File: config.mk
export PLATFORM = sky130hd
export DESIGN_NAME = vlog_fsm_push_seq
export DESIGN_NICKNAME = d
export VERILOG_FILES = /design/src/rtl/vlog_fsm_push_seq.sv
export SDC_FILE = /design/constraint.sdc
export NUM_CORES = 1
export LEC_CHECK = 0
export CORE_ASPECT_RATIO = 2
export CORE_UTILIZATION = 58
export CTS_BUF_LIST = sky130_fd_sc_hd__clkbuf_4 sky130_fd_sc_hd__clkbuf_8
export CTS_CLUSTER_DIAMETER = 30
export DETAILED_ROUTE_END_ITERATION = 8
export GPL_TIMING_DRIVEN = 0
export PLACE_DENSITY = 0.84
export SLEW_MARGIN = 10
export SYNTH_ARGS = -nofsm -noshare
export SYNTH_HDL_FRONTEND = slang
export SYNTH_SLANG_ARGS = --single-unit
File: constraint.sdc
create_clock -name clk -period 3.51 [get_ports clk]
set_input_delay 0.5265 -clock clk [delete_from_list [all_inputs] [get_ports clk]]
set_output_delay 0.5265 -clock clk [all_outputs]
set_load 0.01 [all_outputs]
File: src/rtl/vlog_fsm_push_seq.sv
// Push sequencer: captures NUM_CH channel words on start, streams them in channel
// order over valid/ready, optionally appends a CRC beat, aborts on a stall timeout.

module vlog_fsm_push_seq_lane #(
    parameter int DATA_W = 8
) (
    input  logic              clk,
    input  logic              rst,
    input  logic              load,
    input  logic [DATA_W-1:0] din,
    output logic [DATA_W-1:0] dout
);
    always_ff @(posedge clk) begin
        if (rst)
            dout <= '0;
        else if (load)
            dout <= din;
    end
endmodule

module vlog_fsm_push_seq #(
    parameter int                NUM_CH      = 2,
    parameter int                DATA_W      = 8,
    parameter logic [DATA_W-1:0] CRC_POLY    = 8'h07,
    parameter logic [DATA_W-1:0] CRC_INIT    = 8'h00,
    parameter int                TIMEOUT_CYC = 16
) (
    input  logic                     clk,
    input  logic                     rst,
    input  logic                     start,
    input  logic                     crc_en,
    input  logic [NUM_CH*DATA_W-1:0] ch_data,
    output logic                     out_valid,
    output logic [DATA_W-1:0]        out_data,
    output logic                     out_last,
    input  logic                     out_ready,
    output logic                     busy,
    output logic                     done,
    output logic                     err,
    output logic [DATA_W-1:0]        crc_out
);
    localparam int IDX_W = (NUM_CH > 1) ? $clog2(NUM_CH) : 1;
    localparam int CNT_W = (TIMEOUT_CYC > 0) ? $clog2(TIMEOUT_CYC + 1) : 1;
    localparam logic [IDX_W-1:0] LAST_IDX = IDX_W'(NUM_CH - 1);

    typedef enum logic [1:0] {IDLE, PUSH, CRC} state_t;

    state_t                         state;
    logic                           crc_en_q;
    logic [DATA_W-1:0]              crc;
    logic [IDX_W-1:0]               ch_idx;
    logic [CNT_W-1:0]               stall_cnt;
    logic [NUM_CH-1:0][DATA_W-1:0]  word_q;
    logic [IDX_W-1:0]               nxt_idx;
    logic [DATA_W-1:0]              nxt_word;
    logic [DATA_W-1:0]              crc_nxt;
    logic                           cap;
    logic                           hs;
    logic                           stall;
    logic                           tmo;

    // MSB-first bitwise CRC over one word, no reflection, no final XOR.
    function automatic logic [DATA_W-1:0] crc_upd(input logic [DATA_W-1:0] c,
                                                  input logic [DATA_W-1:0] d);
        logic [DATA_W-1:0] r;
        logic              fb;
        r = c;
        for (int i = DATA_W - 1; i >= 0; i--) begin
            fb = r[DATA_W-1] ^ d[i];
            r  = (r << 1) ^ (fb ? CRC_POLY : '0);
        end
        return r;
    endfunction

    assign cap   = (state == IDLE) && start;
    assign hs    = out_valid && out_ready;
    assign stall = out_valid && !out_ready;
    assign tmo   = (TIMEOUT_CYC != 0) && stall && (stall_cnt == CNT_W'(TIMEOUT_CYC - 1));

    genvar g;
    generate
        for (g = 0; g < NUM_CH; g++) begin : g_lane
            vlog_fsm_push_seq_lane #(.DATA_W(DATA_W)) u_lane (
                .clk  (clk),
                .rst  (rst),
                .load (cap),
                .din  (ch_data[g*DATA_W +: DATA_W]),
                .dout (word_q[g])
            );
        end
    endgenerate

    always_comb begin
        nxt_idx  = ch_idx + IDX_W'(1);
        nxt_word = word_q[0];
        for (int i = 0; i < NUM_CH; i++)
            if (nxt_idx == IDX_W'(i))
                nxt_word = word_q[i];
        crc_nxt = crc_upd(crc, out_data);
    end

    always_ff @(posedge clk) begin
        if (rst) begin
            state     <= IDLE;
            crc_en_q  <= 1'b0;
            crc       <= '0;
            ch_idx    <= '0;
            stall_cnt <= '0;
            out_valid <= 1'b0;
            out_data  <= '0;
            out_last  <= 1'b0;
            busy      <= 1'b0;
            done      <= 1'b0;
            err       <= 1'b0;
            crc_out   <= '0;
        end else begin
            done <= 1'b0;
            err  <= 1'b0;
            case (state)
                IDLE: begin
                    stall_cnt <= '0;
                    if (start) begin
                        crc_en_q  <= crc_en;
                        crc       <= CRC_INIT;
                        ch_idx    <= '0;
                        out_valid <= 1'b1;
                        out_data  <= ch_data[DATA_W-1:0];
                        out_last  <= (NUM_CH == 1) && !crc_en;
                        busy      <= 1'b1;
                        state     <= PUSH;
                    end
                end
                PUSH: begin
                    if (hs) begin
                        stall_cnt <= '0;
                        crc       <= crc_nxt;
                        if (ch_idx == LAST_IDX) begin
                            if (crc_en_q) begin
                                out_data <= crc_nxt;
                                out_last <= 1'b1;
                                state    <= CRC;
                            end else begin
                                out_valid <= 1'b0;
                                out_last  <= 1'b0;
                                busy      <= 1'b0;
                                done      <= 1'b1;
                                crc_out   <= crc_nxt;
                                state     <= IDLE;
                            end
                        end else begin
                            ch_idx   <= nxt_idx;
                            out_data <= nxt_word;
                            out_last <= (nxt_idx == LAST_IDX) && !crc_en_q;
                        end
                    end else if (tmo) begin
                        stall_cnt <= '0;
                        out_valid <= 1'b0;
                        out_last  <= 1'b0;
                        busy      <= 1'b0;
                        err       <= 1'b1;
                        state     <= IDLE;
                    end else if (stall) begin
                        stall_cnt <= stall_cnt + CNT_W'(1);
                    end
                end
                CRC: begin
                    // crc already holds the channel-only CRC; the CRC beat is not folded in.
                    if (hs) begin
                        stall_cnt <= '0;
                        out_valid <= 1'b0;
                        out_last  <= 1'b0;
                        busy      <= 1'b0;
                        done      <= 1'b1;
                        crc_out   <= crc;
                        state     <= IDLE;
                    end else if (tmo) begin
                        stall_cnt <= '0;
                        out_valid <= 1'b0;
                        out_last  <= 1'b0;
                        busy      <= 1'b0;
                        err       <= 1'b1;
                        state     <= IDLE;
                    end else if (stall) begin
                        stall_cnt <= stall_cnt + CNT_W'(1);
                    end
                end
                default: state <= IDLE;
            endcase
        end
    end
endmodule
==> impl_metrics.tcl <==
set metrics [dict create \
    status "complete, no violations" \
    htree_levels 2 \
    layout-drive-gt1-share_pct 6.211 \
    setup_slack_ns 1.220 \
    arrival_ns 2.51 \
    critPathMaxFanout 10 \
    p_per_area_nw_per_um2 504.4 \
    dr.first_iter.drc_count 70 \
    synth_cell_type_count 43 \
    cpPeakStageDelay_ns 0.56 \
    crit_required_ns 3.73 \
    port_buffers 41 \
    slew_violations 0 \
    path_cells "clkdlybuf4s50_1 -> nand3_1 -> o21a_1 -> nor2_1 -> clkbuf_1 -> nor2_1 -> a211oi_1" \
    via_per_inst 5.694 \
    grt_util_met3_pct 4.134 \
    num_rows 32 \
    cts_resized 0 \
    grt_start_max_net_pins 15 \
    async_flop_share_pct 0 \
    path_delay_family "buffers and inverters" \
    fin_hold_ws_ns 0.4601 \
    grt_pass1_wl_um 9335 \
    p_leak_nw 1.090 \
    crit_path_top_delay_cell "clkdlybuf4s50_1" \
    vias 2124 \
    holdPathEnd "g_lane[1].u_lane.dout[3]$_SDFFE_PP0P_" \
    relSlewSlack_pct 64.31 \
    gp_congestion 0.9164 \
    rsz0062_at_grt "false" \
    synth_area_um2 2352 \
    insertion_delay_ns 0.30 \
    fillers 314 \
    first_pass_iters 4 \
    clock_sinks 45 \
    finalWirelength_um 5922 \
    grt_util_met2_pct 55.32 \
    whs_path_depth 2 \
    synthFlopType "dfxtp_1" \
    r2r_cells 9 \
    wl_per_cell_um 15.88 \
    r2r_slack_ns 1.23 \
    crit_path_frequent_cell "nor2_1" \
    drc 0 \
    fmax_ghz 0.4366 \
    startpoint_type "input port" \
    cts.clk_slew.worst_paths_ns 0.08 \
    numCtsBuffers 5 \
    synth_area_leaders "dfxtp_1 38%, xnor2_1 6.0%, nor2_1 4.8%, nand2_1 4.5%, ha_1 3.7%" \
    setup_viol 0 \
    synth_cells 273 \
    maxCapViolCount 0 \
    finalHoldViolations 0 \
    period_share_pct 65.25 \
    synth_top_cell_area_share_pct 38.30 \
    initial_core_util_pct 60.57 \
    core_um2 3884 \
    timing.rr.start "state[1]$_SDFFE_PP0P_" \
    yosys_warnings 0 \
    postSynthNetCount 301 \
    post_cts_buffers 0 \
    tns_ns 0 \
    route.antenna.remaining_nets 0 \
    dp_slack_ns 0.9668 \
    worstMarginPinSlew_ns 0.5334 \
    final_nets 349 \
    hold_class "flip-flop to flip-flop" \
    finalCriticalPeriod_ns 2.290 \
    die_x_um 47.03 \
    ios 42 \
    vdd_drop_max_uv 358.6 \
    clock-root-buffer "clkbuf_8" \
    overflow 0 \
    grt_usage_pct 29.61 \
    r2r_end "out_data[0]$_SDFFE_PP0P_" \
    critical_path.endpoint_type "flip-flop" \
    p_total_mw 1.493 \
    n_antenna_cell 0 \
    synth_enable_flop_cells 0 \
    synth_seq_cells 45 \
    die_height_um 92.06 \
    postSynthAreaPerCell_um2 8.616 \
    clock_skew_ns 0.007110 \
    fp.dieArea_um2 4330 \
    use_met1_pct 29.10 \
    path_class "input port to flip-flop" \
    dp_hpwl_um 4474 \
    busiest_layer "met2" \
    cts_hold_buf 0 \
    cp.buffers_inverters 2 \
    hp-start "g_lane[1].u_lane.dout[3]$_SDFFE_PP0P_" \
    antenna_found_initial 0 \
    clockBufferDepth 2 \
    grt_pass1_vias 2121 \
    syn2layout_area_growth_pct 25.85 \
    yosysSeqAreaShare_pct 38.30 \
    synth_top_cell_by_area "dfxtp_1" \
    cts_tree "built" \
]
-- through the flow --
step                      std cells  utilization, %  instance area [um^2]
final                           373           76.22                  2960
after global routing            373           76.22                  2960
after CTS                       373           76.22                  2960
after detailed placement        365           72.78                  2826
after global placement          365           72.78                  2826
after floorplan                 273               -                  2352
-- worst register-to-register path, delay by kind of cell, from the launching register on --
| kind | cells | cell delay [ns] |
|---|---|---|
| adders and majority gates | 1 | 0.13 |
| AOI/OAI and AO/OA | 2 | 0.45 |
| and+or+nand+nor | 3 | 0.59 |
| DFF | 1 | 0.36 |
| buffers and inverters | 3 | 0.67 |
-- cell families after synthesis --
| kind of cell | after synthesis | synth area share (%) |
|---|---|---|
| AOI/OAI and AO/OA | 68 | 18.99 |
| and+or+nand+nor | 93 | 18.72 |
| muxes | 8 | 3.404 |
| xor gates and xnor gates | 28 | 12.34 |
| DFF | 45 | 38.30 |
| adders and majority gates | 7 | 3.723 |
| buffers and inverters | 24 | 4.521 |
-- per-layer routing --
layer  wire, um  share of wire (%)  vias up
li1           -                  -     1048
met1       2164                 37     1006
met2       3386                 57       56
met3        169                2.9       14
met4        202                3.4        0
met5          0                  0        -
-- worst max path at each step --
stage	start	to	slack, ns	cells past startpoint
floorplan	out_data[6]$_SDFFE_PP0P_	crc_out[2]$_SDFFE_PP0P_	1.56	5
global placement	out_ready	out_data[4]$_SDFFE_PP0P_	0.99	7
detailed placement	out_ready	out_data[0]$_SDFFE_PP0P_	0.97	7
CTS	state[1]$_SDFFE_PP0P_	out_data[0]$_SDFFE_PP0P_	1.25	9
global route	state[1]$_SDFFE_PP0P_	out_data[4]$_SDFFE_PP0P_	1.02	9
finish	out_ready	out_data[0]$_SDFFE_PP0P_	1.22	7
-- power breakdown --
| part | total [mW] | internal [mW] | switching [mW] | leakage [nW] |
|---|---|---|---|---|
| Sequential | 0.572 | 0.540 | 0.0317 | 0.366 |
| Clock | 0.461 | 0.283 | 0.178 | 0.0681 |
| Combinational | 0.461 | 0.205 | 0.256 | 0.656 |
| Total | 1.49 | 1.03 | 0.465 | 1.09 |
-- registers in the layout (all words and copies together) (netlist names) --
signal              cells
crc                     8
crc_out                 8
g_lane.u_lane.dout      8
out_data                8
stall_cnt               5
state                   2
ch_idx                  1
crc_en_q                1
done                    1
err                     1
out_last                1
out_valid               1
-- area by class of cell --
type / instances / area, um^2 / area share (%)
inverters: 7 / 26.28 / 0.8876
clock buffers: 5 / 68.82 / 2.325
multi-input cells: 204 / 1345 / 45.44
clock inverters: 3 / 65.06 / 2.198
repair buffers: 41 / 410.4 / 13.86
flip-flops and latches: 45 / 900.9 / 30.43
well taps: 51 / 63.81 / 2.156
plain buffers: 17 / 80.08 / 2.705
-- synthesized netlist by cell type (2+ instances only) --
cell / n
nor2b_1: 6
o21ai_1: 4
nand4_1: 3
and2_1: 2
o22ai_1: 4
dfxtp_1: 45
or3_1: 5
o2bb2ai_1: 3
mux2i_1: 8
inv_1: 7
xnor2_1: 16
a311oi_1: 4
a21oi_1: 16
nand2_1: 28
xor2_1: 8
nor2_1: 30
a31oi_1: 5
o21ai_0: 8
clkbuf_1: 13
a21o_1: 2
buf_4: 2
ha_1: 7
a31o_2: 4
o21a_1: 5
nand2b_1: 10
a22oi_1: 7
a211oi_1: 3
nand3_1: 3
-- cells in the final DEF, fill, tap and decap left out, drive strengths merged, types with 4 or more instances in the layout --
cell,instances
a21oi,16
a22oi,7
a311oi,4
a31o,4
a31oi,5
buf,4
clkbuf,18
clkdlybuf4s50,41
dfxtp,45
ha,7
inv,7
mux2i,8
nand2,28
nand2b,10
nor2,30
nor2b,6
o21a,5
o21ai,12
o22ai,4
or3,5
xnor2,17
xor2,9
(Power assumes the default switching activity.)
